==> src/rtl/setup_multislot_if.sv <==
// rtl/setup_multislot_if.sv - keypad-side bundle: setup request level plus decoded key strobe
interface setup_multislot_if;
  logic       setup_req;
  logic [3:0] key_val;
  logic       key_valid;

  modport master (output setup_req, output key_val, output key_valid);
  modport slave  (input  setup_req, input  key_val, input  key_valid);
endinterface

==> src/rtl/setup_multislot.sv <==
// rtl/setup_multislot.sv - multi-slot password setup FSM: master auth, slot pick, double entry, lockout
module setup_multislot #(
  parameter int N_DIG_MAX  = 12,
  parameter int N_DIG_MIN  = 4,
  parameter int N_SLOTS    = 4,
  parameter logic [4*N_DIG_MAX-1:0] MASTER_PW = 'h1234,
  parameter int MASTER_LEN = 4,
  parameter int MAX_FAIL   = 3,
  parameter int LOCK_CYC   = 5000,
  parameter int IDLE_CYC   = 100000
) (
  input  logic                           clk,
  input  logic                           rst,
  setup_multislot_if.slave               kp,
  output logic                           setup_active,
  output logic                           display_en,
  output logic [23:0]                    bcd_pac,
  output logic [$clog2(N_SLOTS)-1:0]     slot_idx,
  output logic [4*N_DIG_MAX-1:0]         slot_pw,
  output logic [$clog2(N_DIG_MAX+1)-1:0] slot_len,
  output logic                           data_setup_ok,
  output logic                           auth_fail,
  output logic                           locked
);
  localparam int W   = 4 * N_DIG_MAX;
  localparam int IW  = $clog2(N_SLOTS);
  localparam int LW  = $clog2(N_DIG_MAX + 1);
  localparam int FW  = $clog2(MAX_FAIL + 1);
  localparam int TLW = $clog2(LOCK_CYC + 1);
  localparam int TIW = $clog2(IDLE_CYC + 1);

  localparam logic [LW-1:0]  LEN_MAX    = LW'(N_DIG_MAX);
  localparam logic [LW-1:0]  LEN_MIN    = LW'(N_DIG_MIN);
  localparam logic [LW-1:0]  LEN_MASTER = LW'(MASTER_LEN);
  localparam logic [FW-1:0]  FAIL_LAST  = FW'(MAX_FAIL - 1);
  localparam logic [TLW-1:0] LOCK_LAST  = TLW'(LOCK_CYC - 1);
  localparam logic [TIW-1:0] IDLE_LAST  = TIW'(IDLE_CYC - 1);
  // Buffer is F-padded, so the master is compared against its F-padded image
  localparam logic [W-1:0]   M_MASK     = {W{1'b1}} >> (W - 4 * MASTER_LEN);
  localparam logic [W-1:0]   MASTER_FULL = (MASTER_PW & M_MASK) | ~M_MASK;

  typedef enum logic [2:0] {
    S_IDLE, S_AUTH, S_SEL, S_NEW, S_CONFIRM, S_LOCK
  } state_t;

  state_t         state;
  logic [W-1:0]   dig_buf, sh_buf;
  logic [LW-1:0]  dig_len, sh_len;
  logic [FW-1:0]  fail_cnt;
  logic [TLW-1:0] lock_cnt;
  logic [TIW-1:0] idle_cnt;
  logic           req_q;

  logic key_digit, key_star, key_hash, in_session;
  assign key_digit  = kp.key_val <= 4'd9;
  assign key_star   = kp.key_val == 4'hA;
  assign key_hash   = kp.key_val == 4'hB;
  assign in_session = (state == S_AUTH) || (state == S_SEL) ||
                      (state == S_NEW)  || (state == S_CONFIRM);

  always_ff @(posedge clk or negedge rst) begin
    if (!rst) begin
      state         <= S_IDLE;
      dig_buf       <= '1;
      dig_len       <= '0;
      sh_buf        <= '1;
      sh_len        <= '0;
      fail_cnt      <= '0;
      lock_cnt      <= '0;
      idle_cnt      <= '0;
      req_q         <= 1'b0;
      slot_idx      <= '0;
      slot_pw       <= '1;
      slot_len      <= '0;
      data_setup_ok <= 1'b0;
      auth_fail     <= 1'b0;
    end else begin
      req_q         <= kp.setup_req;
      data_setup_ok <= 1'b0;
      auth_fail     <= 1'b0;
      // Abort outranks any key in the same cycle, including a confirming '*'
      if (in_session && !kp.setup_req) begin
        state    <= S_IDLE;
        dig_buf  <= '1;
        dig_len  <= '0;
        idle_cnt <= '0;
      end else if (state == S_IDLE) begin
        idle_cnt <= '0;
        if (kp.setup_req && !req_q) begin
          state   <= S_AUTH;
          dig_buf <= '1;
          dig_len <= '0;
        end
      end else if (state == S_LOCK) begin
        if (lock_cnt == LOCK_LAST) begin
          state    <= S_IDLE;
          lock_cnt <= '0;
          fail_cnt <= '0;
        end else begin
          lock_cnt <= lock_cnt + 1'b1;
        end
      end else if (kp.key_valid) begin
        idle_cnt <= '0;
        if (key_digit) begin
          if (state == S_SEL) begin
            if (int'(kp.key_val) < N_SLOTS) begin
              slot_idx <= kp.key_val[IW-1:0];
              state    <= S_NEW;
              dig_buf  <= '1;
              dig_len  <= '0;
            end
          end else begin
            dig_buf <= {dig_buf[W-5:0], kp.key_val};
            if (dig_len != LEN_MAX) dig_len <= dig_len + 1'b1;
          end
        end else if (key_hash) begin
          state   <= S_IDLE;
          dig_buf <= '1;
          dig_len <= '0;
        end else if (key_star) begin
          dig_buf <= '1;
          dig_len <= '0;
          case (state)
            S_AUTH: begin
              if (dig_len == LEN_MASTER && dig_buf == MASTER_FULL) begin
                state    <= S_SEL;
                fail_cnt <= '0;
              end else begin
                auth_fail <= 1'b1;
                fail_cnt  <= fail_cnt + 1'b1;
                if (fail_cnt == FAIL_LAST) begin
                  state    <= S_LOCK;
                  lock_cnt <= '0;
                end
              end
            end
            S_NEW: begin
              if (dig_len >= LEN_MIN) begin
                sh_buf <= dig_buf;
                sh_len <= dig_len;
                state  <= S_CONFIRM;
              end else begin
                auth_fail <= 1'b1;
              end
            end
            S_CONFIRM: begin
              if (dig_buf == sh_buf && dig_len == sh_len) begin
                slot_pw       <= dig_buf;
                slot_len      <= dig_len;
                data_setup_ok <= 1'b1;
                state         <= S_IDLE;
              end else begin
                auth_fail <= 1'b1;
                state     <= S_NEW;
              end
            end
            default: ;
          endcase
        end
      end else if (idle_cnt == IDLE_LAST) begin
        state    <= S_IDLE;
        dig_buf  <= '1;
        dig_len  <= '0;
        idle_cnt <= '0;
      end else begin
        idle_cnt <= idle_cnt + 1'b1;
      end
    end
  end

  logic [3:0] bcd5, bcd4;
  always_comb begin
    bcd5 = 4'hF;
    case (state)
      S_AUTH:    bcd5 = 4'h0;
      S_SEL:     bcd5 = 4'h1;
      S_NEW:     bcd5 = 4'h2;
      S_CONFIRM: bcd5 = 4'h3;
      S_LOCK:    bcd5 = 4'hE;
      default:   bcd5 = 4'hF;
    endcase
  end

  assign bcd4         = (state == S_NEW || state == S_CONFIRM) ? 4'(slot_idx) : 4'hF;
  assign bcd_pac      = {bcd5, bcd4, dig_buf[15:0]};
  assign setup_active = state != S_IDLE;
  assign display_en   = setup_active;
  assign locked       = state == S_LOCK;
endmodule

==> src/flat_wrapper.sv <==
// flat-port wrapper written by rule: the top's interface ports become plain ports
module setup_multislot_flat 
#(
  parameter int N_DIG_MAX  = 12,
  parameter int N_DIG_MIN  = 4,
  parameter int N_SLOTS    = 4,
  parameter logic [4*N_DIG_MAX-1:0] MASTER_PW = 'h1234,
  parameter int MASTER_LEN = 4,
  parameter int MAX_FAIL   = 3,
  parameter int LOCK_CYC   = 5000,
  parameter int IDLE_CYC   = 100000
)
  (clk, rst, setup_active, display_en, bcd_pac, slot_idx, slot_pw, slot_len, data_setup_ok, auth_fail, locked, kp_setup_req, kp_key_val, kp_key_valid);
  setup_multislot_if kp_i ();
  input  logic clk;
  input  logic rst;
  output logic setup_active;
  output logic display_en;
  output logic [23:0] bcd_pac;
  output logic [$clog2(N_SLOTS)-1:0] slot_idx;
  output logic [4*N_DIG_MAX-1:0] slot_pw;
  output logic [$clog2(N_DIG_MAX+1)-1:0] slot_len;
  output logic data_setup_ok;
  output logic auth_fail;
  output logic locked;
  input wire logic [$bits(kp_i.setup_req)-1:0] kp_setup_req;
  input wire logic [$bits(kp_i.key_val)-1:0] kp_key_val;
  input wire logic [$bits(kp_i.key_valid)-1:0] kp_key_valid;
  assign kp_i.setup_req = kp_setup_req;
  assign kp_i.key_val = kp_key_val;
  assign kp_i.key_valid = kp_key_valid;
  setup_multislot #(.N_DIG_MAX(N_DIG_MAX), .N_DIG_MIN(N_DIG_MIN), .N_SLOTS(N_SLOTS), .MASTER_PW(MASTER_PW), .MASTER_LEN(MASTER_LEN), .MAX_FAIL(MAX_FAIL), .LOCK_CYC(LOCK_CYC), .IDLE_CYC(IDLE_CYC)) u_core (.clk(clk), .rst(rst), .kp(kp_i), .setup_active(setup_active), .display_en(display_en), .bcd_pac(bcd_pac), .slot_idx(slot_idx), .slot_pw(slot_pw), .slot_len(slot_len), .data_setup_ok(data_setup_ok), .auth_fail(auth_fail), .locked(locked));
endmodule
==> config.mk <==
export PLATFORM = sky130hd
export DESIGN_NAME = setup_multislot_flat
export DESIGN_NICKNAME = d
export VERILOG_FILES = /design/src/rtl/setup_multislot_if.sv /design/src/rtl/setup_multislot.sv /design/src/flat_wrapper.sv
export SDC_FILE = /design/constraint.sdc
export NUM_CORES = 1
export LEC_CHECK = 0
export ABC_CLOCK_PERIOD_IN_PS = 3400
export CAP_MARGIN = 15
export CORE_AREA = 3 3 130 132
export DETAILED_ROUTE_END_ITERATION = 7
export DIE_AREA = 0 0 133 135
export DONT_BUFFER_PORTS = 1
export PLACE_DENSITY_LB_ADDON = 0.3
export SLEW_MARGIN = 20
export SYNTH_ARGS = -nofsm -noshare
export SYNTH_HDL_FRONTEND = slang
export SYNTH_SLANG_ARGS = --single-unit
export TNS_END_PERCENT = 20
==> constraint.sdc <==
create_clock -name clk -period 3.4 [get_ports clk]
set_clock_uncertainty 0.15 [all_clocks]
set_input_delay 0.68 -clock clk [delete_from_list [all_inputs] [get_ports clk]]
set_output_delay 0.68 -clock clk [all_outputs]
set_load 0.02 [all_outputs]
# --- Yosys cells after proc, flatten, opt, wreduce, memory -nomap -nowiden ---
# Index checks and enable logic that the tools add are counted.
# W data, S select, Z words.
totals:
  regBits: 196
  ramBits: 0
  elab_cells: 167
  inputBits: 8
  output_inout_bits: 83
  mem_bits_ro: 0
  mem_count: 0
  latch_bits: 0
classes:
  n_lt_le_gt_ge: 3
  n_mux: 84
  n_div: 0
  n_addsub: 4
  multipliers: 0
  shifts: 0
  reduce_logical: 26
  n_eq_ne: 31
  n_bitwise: 5
ops:
  columns: ["op", "count"]
  rows:
  - ["$mux W48", 11]
  - ["$mux W13", 9]
  - ["$mux W17", 5]
  - ["$mux W4", 13]
  - ["$eq A48 B48 Y1", 1]
  - ["$eq A48 B48 Y1 const B", 1]
  - ["$mux W3", 15]
  - ["$reduce_and A9 Y1", 4]
  - ["$ne A6 B6 Y1 const B", 4]
  - ["$pmux W4 S5", 1]
  - ["$mux W1", 19]
  - ["$mux W2", 9]
  - ["$add A17 B1 Y17 const B", 1]
  - ["$eq A17 B17 Y1 const B", 1]
  - ["$add A13 B1 Y13 const B", 1]
  - ["$eq A13 B13 Y1 const B", 1]
  - ["$ne A9 B2 Y1 const B", 1]
  - ["$ne A9 B7 Y1 const B", 1]
  - ["$pmux W3 S3", 1]
  - ["$eq A4 B4 Y1 const B", 2]
  - ["$ne A8 B3 Y1 const B", 1]
  - ["$reduce_and A8 Y1", 1]
  - ["$reduce_bool A2 Y1", 4]
  - ["$ne A7 B2 Y1 const B", 1]
  - ["30 further kinds", 45]

# --- Depth between registers and ports, before layout ---
# Gate-level depths: netlist of the first run.
logic_depth:
  depth_word: 11
  ltp_mapped: 11
  ltp_nobuf: 9

# --- Worst setup path before layout of the first run ---
# Ideal clock, no wire load.
synth_path:
  kind: "input port to flip-flop"
  start: "input kp_setup_req"
  end: "register u_core.slot_len[0]"
  path_stages: 7
  setup_time_ps: 125
  n_path_buf: 2
  arrival_ps: 2491
  setup_slack_ps: 634
  required_ps: 3125
  path_cell_list: "clkbuf_1 inv_1 o21ai_0 nand4_1 nor4_2 buf_2 mux2_2"
synth_via:
  elab_chain_len: 4
synth_lines:
  columns: ["item", "line", "rtl"]
  rows:
  - ["from (decl)", "flat_wrapper.sv:26", "input wire logic [$bits(kp_i.setup_req)-1:0] kp_setup_req;"]
  - ["$logic_not A1 Y1", "setup_multislot.sv:82", "if (in_session && !kp.setup_req) begin"]
  - ["$logic_and A1 B1 Y1", "setup_multislot.sv:82", null]
  - ["$not A1 Y1 (no line)", null, null]
  - ["$reduce_and A9 Y1 (no line)", null, null]
  - ["to (signal assigned)", "setup_multislot.sv:149", "slot_len <= dig_len;"]
  - ["to (decl)", "setup_multislot.sv:20", "output logic [$clog2(N_DIG_MAX+1)-1:0] slot_len,"]
# No other way between the ends.
# A chain may end at the register's enable or synchronous reset.

# --- Worst setup path in the final report of the first run ---
layout_path:
  start: "register u_core.idle_cnt[5]"
  end: "register u_core.dig_buf[33]"
layout_via:
  elab_chain_len: 3
layout_lines:
  columns: ["item", "line", "rtl"]
  rows:
  - ["from (decl)", "setup_multislot.sv:51", "logic [TIW-1:0] idle_cnt;"]
  - ["from (signal assigned)", "setup_multislot.sv:166", "idle_cnt <= idle_cnt + 1'b1;"]
  - ["$eq A17 B17 Y1", "setup_multislot.sv:160", "end else if (idle_cnt == IDLE_LAST) begin"]
  - ["$reduce_bool A4 Y1 (no line)", null, null]
  - ["$reduce_and A5 Y1 (no line)", null, null]
  - ["to (signal assigned)", "setup_multislot.sv:113", "dig_buf <= {dig_buf[W-5:0], kp.key_val};"]
  - ["to (decl)", "setup_multislot.sv:47", "logic [W-1:0] dig_buf, sh_buf;"]
# No other way between the ends.

==> results of run 1 <==
[routing by layer]
layer  global-route usage, %  part of all wire (%)  vias up
li1                        -                     -     2877
met1                    28.7                    42     3169
met2                    40.5                    52      167
met3                    4.47                   3.4       25
met4                    8.20                   1.7        0
met5                       0                     0        -
[placed cells by master (no fill, tap or decap), drive strengths merged, types with 6 or more instances in the layout]
cell	n
o21ai	28
inv	17
nor3	11
o31ai	7
nor2	127
nand2	33
dfstp	144
mux2	107
buf	16
clkbuf	19
nand3	19
and3	7
nand4	26
ha	6
a21oi	66
nor4	8
xnor2	64
dfrtp	52
nor2b	6
[worst max path at each step]
stage | start | end | slack, ps | cells after the start
6_report | u_core.idle_cnt[5]$_DFFE_PN0P_ | u_core.dig_buf[33]$_DFFE_PN1P_ | 230 | 8
3_3_place_gp | u_core.dig_buf[2]$_DFFE_PN1P_ | u_core.state[2]$_DFFE_PN0P_ | 320 | 7
2_1_floorplan | kp_setup_req | u_core.slot_len[0]$_DFFE_PN0P_ | 630 | 7
3_5_place_dp | u_core.idle_cnt[5]$_DFFE_PN0P_ | u_core.dig_buf[35]$_DFFE_PN1P_ | 260 | 8
5_1_grt | u_core.state[2]$_DFFE_PN0P_ | bcd_pac[17] | 60 | 5
4_1_cts | u_core.idle_cnt[5]$_DFFE_PN0P_ | u_core.dig_buf[33]$_DFFE_PN1P_ | 230 | 8
[cells by family after synthesis]
family | share of synthesized area, %
simple gates | 13.5
xor+xnor | 6.39
compound gates | 8.20
flops | 53.8
fa+ha+maj | 0.794
mux | 12.8
buf+inv | 4.49
[registers in the layout (all words and copies together) (netlist names)]
name and count:
u_core.auth_fail 1, u_core.data_setup_ok 1, u_core.dig_buf 48, u_core.dig_len 4, u_core.fail_cnt 2, u_core.idle_cnt 17
u_core.lock_cnt 13, u_core.req_q 1, u_core.sh_buf 48, u_core.sh_len 4, u_core.slot_idx 2, u_core.slot_len 4
u_core.slot_pw 48, u_core.state 3
[area by class of cell]
type	instances	area share [%]
clock buffers	19	4.35
clock inverters	13	2.01
inverters	15	0.553
multi-input cells	571	39.0
flip-flops and latches	196	49.9
well taps	216	2.65
repair buffers	16	1.55
[report_power, final]
| part | total (mW) | switching (mW) | internal [mW] |
|---|---|---|---|
| clock network | 2.18 | 0.859 | 1.33 |
| logic | 1.43 | 0.978 | 0.451 |
| registers | 2.68 | 0.226 | 2.46 |
[per-stage QoR]
stage	total power [mW]	setup slack, ps	hold slack (ps)	util (%)	cells
3_5_place_dp	4.13	264	243	60.3	1014
5_1_grt	6.59	57.8	-225	64.4	1046
6_report	6.29	232	-202	64.4	1046
3_3_place_gp	4.09	324	243	60.3	1014
4_1_cts	6.32	229	-218	64.4	1046
2_1_floorplan	3.94	634	234	-	839
[worst reg2reg max path, stage by stage (launching register included)]
cell	delay (ps)
dfrtp_1	420
nand4bb_1	190
or4_1	560
o31ai_4	310
and2_1	480
o221a_4	420
buf_12	280
nor2_1	120
a21oi_1	160
[synthesized netlist by cell type, types with 3 or more instances]
cell	count
mux2_2	102
ha_1	6
mux2_1	5
nor2_1	127
dfstp_2	144
nor2b_1	6
nand3_1	19
nand4_1	25
a21oi_1	66
xnor2_1	64
nand2_1	33
buf_2	19
xor2_1	5
or3_1	4
and3_1	6
a211o_1	4
clkbuf_1	9
nor4_1	5
buf_4	22
o21ai_0	26
nand4b_1	3
inv_1	15
a31oi_1	4
nand2b_1	3
buf_6	5
o31ai_1	6
nor3_1	11
dfrtp_1	52
[repair_timing]
action | 4_1_cts | 5_1_grt
endpoints found under the setup margin | 0 | 0
endpoints found under the hold margin | 196 | 196
gates resized for setup | 0 | 0
==> run_results.csv, run 1 <==
group,metric,value,unit
status,status,"complete, but fails checks",
status,violations,"hold timing",
die,initial_core_util,59.7,%
clock_tree,clockRootBuffer,"clkbuf_16",
yosys,ys_warn_count,0,
global_route,grt_pass1_wl,33200,um
die,die_area,18000,sq um
yosys,synth-seq-cells,196,
worst_setup_path,worst-setup-path-type,"flip-flop to flip-flop",
worst_setup_path,cp_top_family,"simple AND/OR/NAND/NOR gates",
cells_and_area,nFillCells,1197,
drt,vias,6238,
worst_setup_path,crit_chain,"nand4bb_1 -> or4_1 -> o31ai_4 -> and2_1 -> o221a_4 -> buf_12 -> nor2_1 -> a21oi_1",
die,io_pins,91,
pwr,vdd_drop_max,0.604,mV
sta,hold_violations,80,
sta,final_max_slew_viol_count,0,
clock_tree,clock_latency,430,ps
cells_and_area,multiInputGateArea,3970,sq um
placed_design,dpl_cell_area,9540,sq um
placed_design,gp_congestion,0.970,
drt,viasPerCell,5.96,
worst_hold_path,hp-class,"primary input to async pin",
cells_and_area,seq_area,5080,sq um
clock_tree,tritoncts,"yes",
worst_setup_path,worstPathArrival,3360,ps
yosys,synth_fp_nets,853,
worst_setup_path,worstPathMaxFanout,65,
run,drv_cap,0,
worst_setup_path,reg2reg_depth,8,
worst_setup_path,cp.required,3600,ps
yosys,yosysSeqAreaShare,53.8,%
worst_setup_path,r2r-end,"u_core.dig_buf[33]$_DFFE_PN1P_",
pwr,p_leak,4.04,nW
worst_setup_path,r2r_slack,230,ps
yosys,syn-cell-area,9460,sq um
cells_and_area,diodes,0,
clock_tree,cts_made_buffers,17,
die,die_y,135,um
cells_and_area,finalInstanceArea,10200,sq um
sta,relSlewSlack,46.3,%
yosys,yosysTopAreaCell,"dfstp_2",
die,num_rows,46,
yosys,synth_flop_cell,"dfstp_2",
global_route,grt_max_degree,197,
drt,wl_per_cell,19.3,um
sta,setup_violations,0,
die,die_w,133,um
yosys,synth-edff-count,0,
yosys,synth_top_area_share,40.0,%
worst_setup_path,crit_path_max_incr_delay,560,ps
yosys,synthesis.area_per_instance,11.3,sq um
cells_and_area,drive_gt1_share,37.1,%
global_route,antenna_found_initial,0,
drt,route.detailed.drc,0,
yosys,ys_types,63,
sta,fmax,0.316,GHz
sta,tightest_slew,797,ps
sta,fin_crit,3170,ps
sta,fin_crit_sh,93.2,%
worst_setup_path,startpoint_type,"flip-flop",
yosys,syn_inst,839,
drt,drt_iter0_drc,457,
cells_and_area,syn_to_final_growth,7.75,%
global_route,grtUsageTotal,23.1,%
drt,first_pass_iters,5,
placed_design,hpwl,13500,um
worst_setup_path,cp_slowest_cell,"or4_1",
global_route,gr-total-overflow,0,
clock_tree,post_cts_buffers,0,
worst_setup_path,cp-end-kind,"flip-flop",
sta,tns,0,ps
die,core-area,15800,sq um
drt,routed_wl,20200,um
worst_setup_path,worstPathBufferInverterCount,1,
clock_tree,cts.reportedPaths.clkPinSlew,70,ps
clock_tree,clockBufferDepth,2,
sta,rsz0062_at_grt,"false",
yosys,synth.area.top_cells,"dfstp_2, dfrtp_1, mux2_2",
yosys,asyncSetResetFlopFracSynth,100,%
placed_design,io_buffers,0,
clock_tree,htreeDepth,4,
sta,holdWs,-202,ps
pwr,p_per_area,618,nW/um^2
clock_tree,cts_sinks,196,
worst_setup_path,rr_startpoint,"u_core.idle_cnt[5]$_DFFE_PN0P_",
drt,ant_nets,0,
global_route,grt_pass1_vias,6296,
cells_and_area,nets,831,
(Power assumes the default switching activity.)
==> run 2: changes to the inputs <==
- CORE_AREA: 3 3 130 132 -> 2 2 129 131
- DIE_AREA: 0 0 133 135 -> 0 0 131 133
==> run 2 against run 1 <==
The flow still finishes with violations (hold timing); final cell count is 0.19% higher; flip-flop and latch count stayed put; first-iteration DRC count is 2.8% higher; via count is 0.37% lower; count of clock-buffer cells in the layout stayed put; critical path depth is 1 lower; largest cell class unchanged; largest power group unchanged.
==> run_results.csv, run 2 (synthesis results as in run 1) <==
group,metric,value,unit
cells_and_area,drive_gt1_share,36.7,%
worst_setup_path,crit_chain,"xnor2_1 -> nand4_1 -> nor4_1 -> nand4_1 -> nor4_4 -> buf_12 -> mux2_2",
pwr,p_int,4.05,mW
pwr,p_per_area,604,nW/um^2
placed_design,pre_cts_slack,406,ps
clock_tree,cts_made_buffers,17,
sta,tightest_slew,845,ps
run,drv_cap,0,
global_route,grtUsageTotal,23.4,%
clock_tree,cts-resized-gates,0,
clock_tree,clock_latency,440,ps
sta,final_max_slew_viol_count,0,
pwr,power.switching,2.06,mW
die,core-area,16200,sq um
worst_setup_path,rr_startpoint,"u_core.dig_buf[6]$_DFFE_PN1P_",
worst_setup_path,crit_start,"u_core.dig_buf[6]$_DFFE_PN1P_",
sta,tns,0,ps
sta,fin_crit,3010,ps
cells_and_area,final_cell_mix,"dfstp_2, nor2_1, mux2_2",
placed_design,hpwl,13100,um
worst_setup_path,worstPathMaxFanout,53,
drt,wl_per_cell,18.7,um
worst_setup_path,crit_path_max_incr_delay,680,ps
global_route,grt_pass1_wl,31700,um
clock_tree,tritoncts,"yes",
drt,routed_wl,19600,um
worst_setup_path,worstPathArrival,3170,ps
pwr,vdd_drop_max,0.477,mV
drt,vias,6215,
clock_tree,cts.reportedPaths.clkPinSlew,70,ps
die,num_rows,47,
drt,ant_nets,0,
cells_and_area,reg_top3,"u_core.dig_buf (48), u_core.sh_buf (48), u_core.slot_pw (48)",
worst_setup_path,r2r_slack,390,ps
clock_tree,clockBufferDepth,2,
status,status,"complete, but fails checks",
sta,holdWs,-187,ps
sta,rsz0062_at_grt,"false",
clock_tree,post_cts_buffers,0,
sta,finalWorstSetupSlack,392,ps
worst_setup_path,cp-end-kind,"flip-flop",
global_route,grt_max_degree,197,
die,initial_core_util,58.5,%
worst_setup_path,worstPathBufferInverterCount,1,
cells_and_area,syn_to_final_growth,7.05,%
cells_and_area,nets,829,
cells_and_area,stdcell_count,1048,
placed_design,gp_congestion,0.912,
sta,relSlewSlack,43.1,%
die,io_pins,91,
drt,first_pass_iters,6,
cells_and_area,final_common_cell,"dfstp_2",
global_route,grt_pass1_vias,6164,
drt,drt_iter0_drc,470,
placed_design,dp.cells,1016,
sta,setup_violations,0,
worst_setup_path,cp_slowest_cell,"dfstp_2",
sta,fmax,0.332,GHz
clock_tree,cts_sinks,196,
clock_tree,clockRootBuffer,"clkbuf_16",
pwr,power_switching_share,33.7,%
worst_setup_path,startpoint_type,"flip-flop",
pwr,power.share.combinational,23.2,%
cells_and_area,diodes,0,
global_route,gr-total-overflow,0,
worst_hold_path,hp-class,"primary input to async pin",
worst_setup_path,timing.critical_path.mode_cell,"nand4_1",
die,die_y,133,um
global_route,antenna_found_initial,0,
die,die_w,131,um
pwr,pwr-share-seq,43.7,%
drt,viasPerCell,5.93,
status,violations,"hold timing",
pwr,p_leak,3.99,nW
drt,route.detailed.drc,0,
sta,hold_violations,90,
worst_setup_path,cp_top_family,"simple AND/OR/NAND/NOR gates",
clock_tree,htreeDepth,4,
worst_setup_path,worst-setup-path-type,"flip-flop to flip-flop",
die,die_area,17400,sq um
pwr,p_clk_share,33.1,%
worst_setup_path,cp.required,3570,ps
sta,fin_crit_sh,88.5,%
placed_design,io_buffers,0,
pwr,p_total,6.12,mW
## run 2: worst paths after layout
kind | to | depth (start not counted)
max | u_core.slot_len[3]$_DFFE_PN0P_ | 7
min | u_core.slot_len[2]$_DFFE_PN0P_ | 0
max reg2reg | u_core.slot_len[3]$_DFFE_PN0P_ | 7
min reg2reg | u_core.lock_cnt[12]$_DFFE_PN0P_ | 1
max in group asynchronous | u_core.slot_pw[33]$_DFFE_PN1P_ | 0
min in group clk | u_core.req_q$_DFF_PN0_ | 0
## run 2: power by group through the flow
stage                     Combinational (mW)  Clock (mW)  Sequential [mW]
after floorplan                         1.34           0             2.59
after global routing                    1.54        2.15             2.69
final                                   1.42        2.02             2.67
after CTS                               1.41        2.07             2.67
after global placement                  1.36           0             2.69
after detailed placement                1.40           0             2.70
## run 2: cell type report
type	instances	area, sq um
flip-flops and latches	196	5080
clock buffers	19	433
inverters	15	56.3
multi-input cells	571	3970
well taps	220	275
clock inverters	13	159
fillers	1260	6050
repair buffers	14	143
## run 2: metal layers
metal,track usage [%],up-vias,routed length (um)
li1,-,2874,-
met1,30.7,3130,8340
met2,39.0,185,10000
met3,4.37,26,889
met4,7.98,0,361
met5,0,-,0
## run 2: per-stage QoR
step | area (sq um) | hold slack [ps] | util [%]
2_1_floorplan | 9460 | 234 | -
3_3_place_gp | 9530 | 241 | 58.9
3_5_place_dp | 9530 | 245 | 58.9
4_1_cts | 10100 | -226 | 62.6
5_1_grt | 10100 | -227 | 62.6
6_report | 10100 | -187 | 62.6
==> run 3: changes to the inputs <==
--- a/config.mk
+++ b/config.mk
@@ -8,7 +8,7 @@
 export ABC_CLOCK_PERIOD_IN_PS = 3400
 export CAP_MARGIN = 15
-export CORE_AREA = 2 2 129 131
+export CORE_AREA = 2 2 157 159
 export DETAILED_ROUTE_END_ITERATION = 7
-export DIE_AREA = 0 0 131 133
+export DIE_AREA = 0 0 159 161
 export DONT_BUFFER_PORTS = 1
 export PLACE_DENSITY_LB_ADDON = 0.3
==> constraint.sdc (replaced) <==
create_clock -name clk -period 3.4 [get_ports clk]
set_clock_uncertainty 0.15 [all_clocks]
set_input_delay 1.02 -clock clk [delete_from_list [all_inputs] [get_ports clk]]
set_output_delay 1.02 -clock clk [all_outputs]
set_load 0.02 [all_outputs]
==> run 3 against run 2 <==
Critical path depth decreased by 3; the run now ends clean; clock power decreased by 7%; sequential share of layout area decreased by 0.80 points; combinational power increased by 9%; final cell count increased by 11%; wire length increased by 5.9%; flip-flop and latch count unchanged; first-iteration DRC count decreased by 13%; largest power group unchanged; hold slack improved by 320 ps; sequential power about the same; global-route usage decreased by 6.7 points.
==> run_results.csv, run 3 (synthesis results as in run 1) <==
group,metric,value,unit
die,io_pins,91,
clock_tree,cts_sinks,196,
pwr,p_leak,4.02,nW
global_route,grtUsageTotal,16.8,%
drt,route.detailed.drc,0,
clock_tree,cts.reportedPaths.clkPinSlew,70,ps
drt,viasPerCell,5.23,
placed_design,io_buffers,0,
worst_setup_path,worstPathArrival,1940,ps
sta,fmax,0.321,GHz
worst_setup_path,startpoint_type,"flip-flop",
clock_tree,clockBufferDepth,2,
die,die_area,25600,sq um
cells_and_area,syn_to_final_growth,8.84,%
sta,final_max_slew_viol_count,0,
clock_tree,htreeDepth,4,
die,num_rows,57,
drt,wl_per_cell,17.9,um
worst_setup_path,cp_slowest_cell,"dfrtp_2",
clock_tree,clockRootBuffer,"clkbuf_16",
worst_setup_path,rr_startpoint,"u_core.dig_buf[6]$_DFFE_PN1P_",
pwr,vdd_drop_max,0.593,mV
cells_and_area,nets,839,
worst_setup_path,r2r-end,"u_core.slot_len[1]$_DFFE_PN0P_",
sta,tns,0,ps
sta,hold_violations,0,
placed_design,hpwl,14100,um
drt,routed_wl,20800,um
worst_setup_path,worstPathBufferInverterCount,1,
sta,finalWorstSetupSlack,287,ps
cells_and_area,final_common_cell,"dfstp_2",
clock_tree,ctsHoldBuffers,0,
die,die_y,161,um
worst_setup_path,cp.required,2230,ps
placed_design,pre_cts_slack,327,ps
global_route,grt_max_degree,197,
worst_setup_path,reg2reg_depth,7,
cells_and_area,diodes,0,
drt,ant_nets,0,
worst_setup_path,cp_top_family,"simple AND/OR/NAND/NOR gates",
cells_and_area,final_cell_mix,"dfstp_2, nor2_1, mux2_2",
worst_setup_path,r2r_slack,340,ps
cells_and_area,reg_top3,"u_core.dig_buf (48), u_core.sh_buf (48), u_core.slot_pw (48)",
sta,fin_crit,3110,ps
sta,rsz0062_at_grt,"false",
worst_setup_path,crit_path_max_incr_delay,510,ps
global_route,gr-total-overflow,0,
die,die_w,159,um
drt,first_pass_iters,5,
drt,vias,6076,
cells_and_area,nFillCells,2307,
drt,drt_iter0_drc,410,
worst_setup_path,worst-setup-path-type,"flip-flop to output port",
clock_tree,cts_made_buffers,17,
global_route,grt_pass1_vias,5940,
pwr,p_per_area,591,nW/um^2
status,status,"finished clean",
worst_setup_path,worstPathMaxFanout,13,
run,drv_cap,0,
sta,fin_crit_sh,91.5,%
placed_design,gp_congestion,0.856,
sta,relSlewSlack,60.8,%
sta,setup_violations,0,
clock_tree,clock_latency,440,ps
global_route,antenna_found_initial,0,
die,core-area,24000,sq um
worst_setup_path,crit_chain,"inv_1 -> nor2_1 -> a21oi_1 -> or2_2",
cells_and_area,drive_gt1_share,37.9,%
die,initial_core_util,39.5,%
sta,tightest_slew,584,ps
worst_setup_path,cp-end-kind,"output port",
clock_tree,tritoncts,"yes",
worst_hold_path,hp-class,"primary input to async pin",
global_route,grt_pass1_wl,34200,um
[run 3: how the worst max path moves through the flow]
stage	cells past startpoint	startpoint	slack (ps)	end
after floorplan	7	kp_setup_req	290	u_core.slot_len[0]$_DFFE_PN0P_
after global placement	7	u_core.dig_buf[6]$_DFFE_PN1P_	400	u_core.slot_len[1]$_DFFE_PN0P_
after detailed placement	7	u_core.dig_buf[6]$_DFFE_PN1P_	330	u_core.slot_len[2]$_DFFE_PN0P_
after CTS	4	u_core.state[0]$_DFFE_PN0P_	90	bcd_pac[17]
after global routing	4	u_core.state[1]$_DFFE_PN0P_	160	bcd_pac[16]
final	4	u_core.state[1]$_DFFE_PN0P_	290	bcd_pac[17]
[run 3: routing by layer]
metal	vias up	track usage, %	wire length [um]
met5	-	0	0
met4	0	4.05	182
met3	15	3.67	945
met2	122	26.9	10100
met1	3051	23.3	9630
li1	2888	-	-
[run 3: layout make-up]
class | instances | area (sq um) | area share [%]
flip-flops and latches | 196 | 5090 | 49.4
multi-input cells | 571 | 3970 | 38.6
clock buffers | 19 | 433 | 4.21
well taps | 324 | 405 | 3.94
repair buffers | 24 | 230 | 2.24
clock inverters | 13 | 105 | 1.02
inverters | 15 | 56.3 | 0.547
[run 3: power breakdown]
part / switching (mW) / internal, mW / leakage (nW)
Sequential: 0.200 / 2.46 / 2.20
Clock: 0.932 / 0.950 / 0.258
Combinational: 1.03 / 0.511 / 1.57
[run 3: timing repair]
item | CTS | global route
endpoints found under the setup margin | 0 | 2
buffers inserted | 0 | 0
gates resized for setup | 0 | 2
[run 3: metrics by stage]
step | power [mW] | cells | utilization [%] | instance area (sq um) | hold WS (ps)
floorplan | 3.94 | 839 | - | 9460 | 293
global placement | 4.22 | 1130 | 40.7 | 9750 | 316
detailed placement | 4.23 | 1130 | 40.7 | 9750 | 320
CTS | 6.13 | 1162 | 42.9 | 10300 | 113
global route | 6.41 | 1162 | 42.9 | 10300 | 121
finish | 6.08 | 1162 | 42.9 | 10300 | 136
[run 3: worst register-to-register path, stage by stage, from the launching register on]
cell and delay, ps:
dfstp_2 680, xnor2_1 240, nand4_1 230, nor4_1 310, nand4_1 290, nor4_4 360, buf_4 320, mux2_2 360
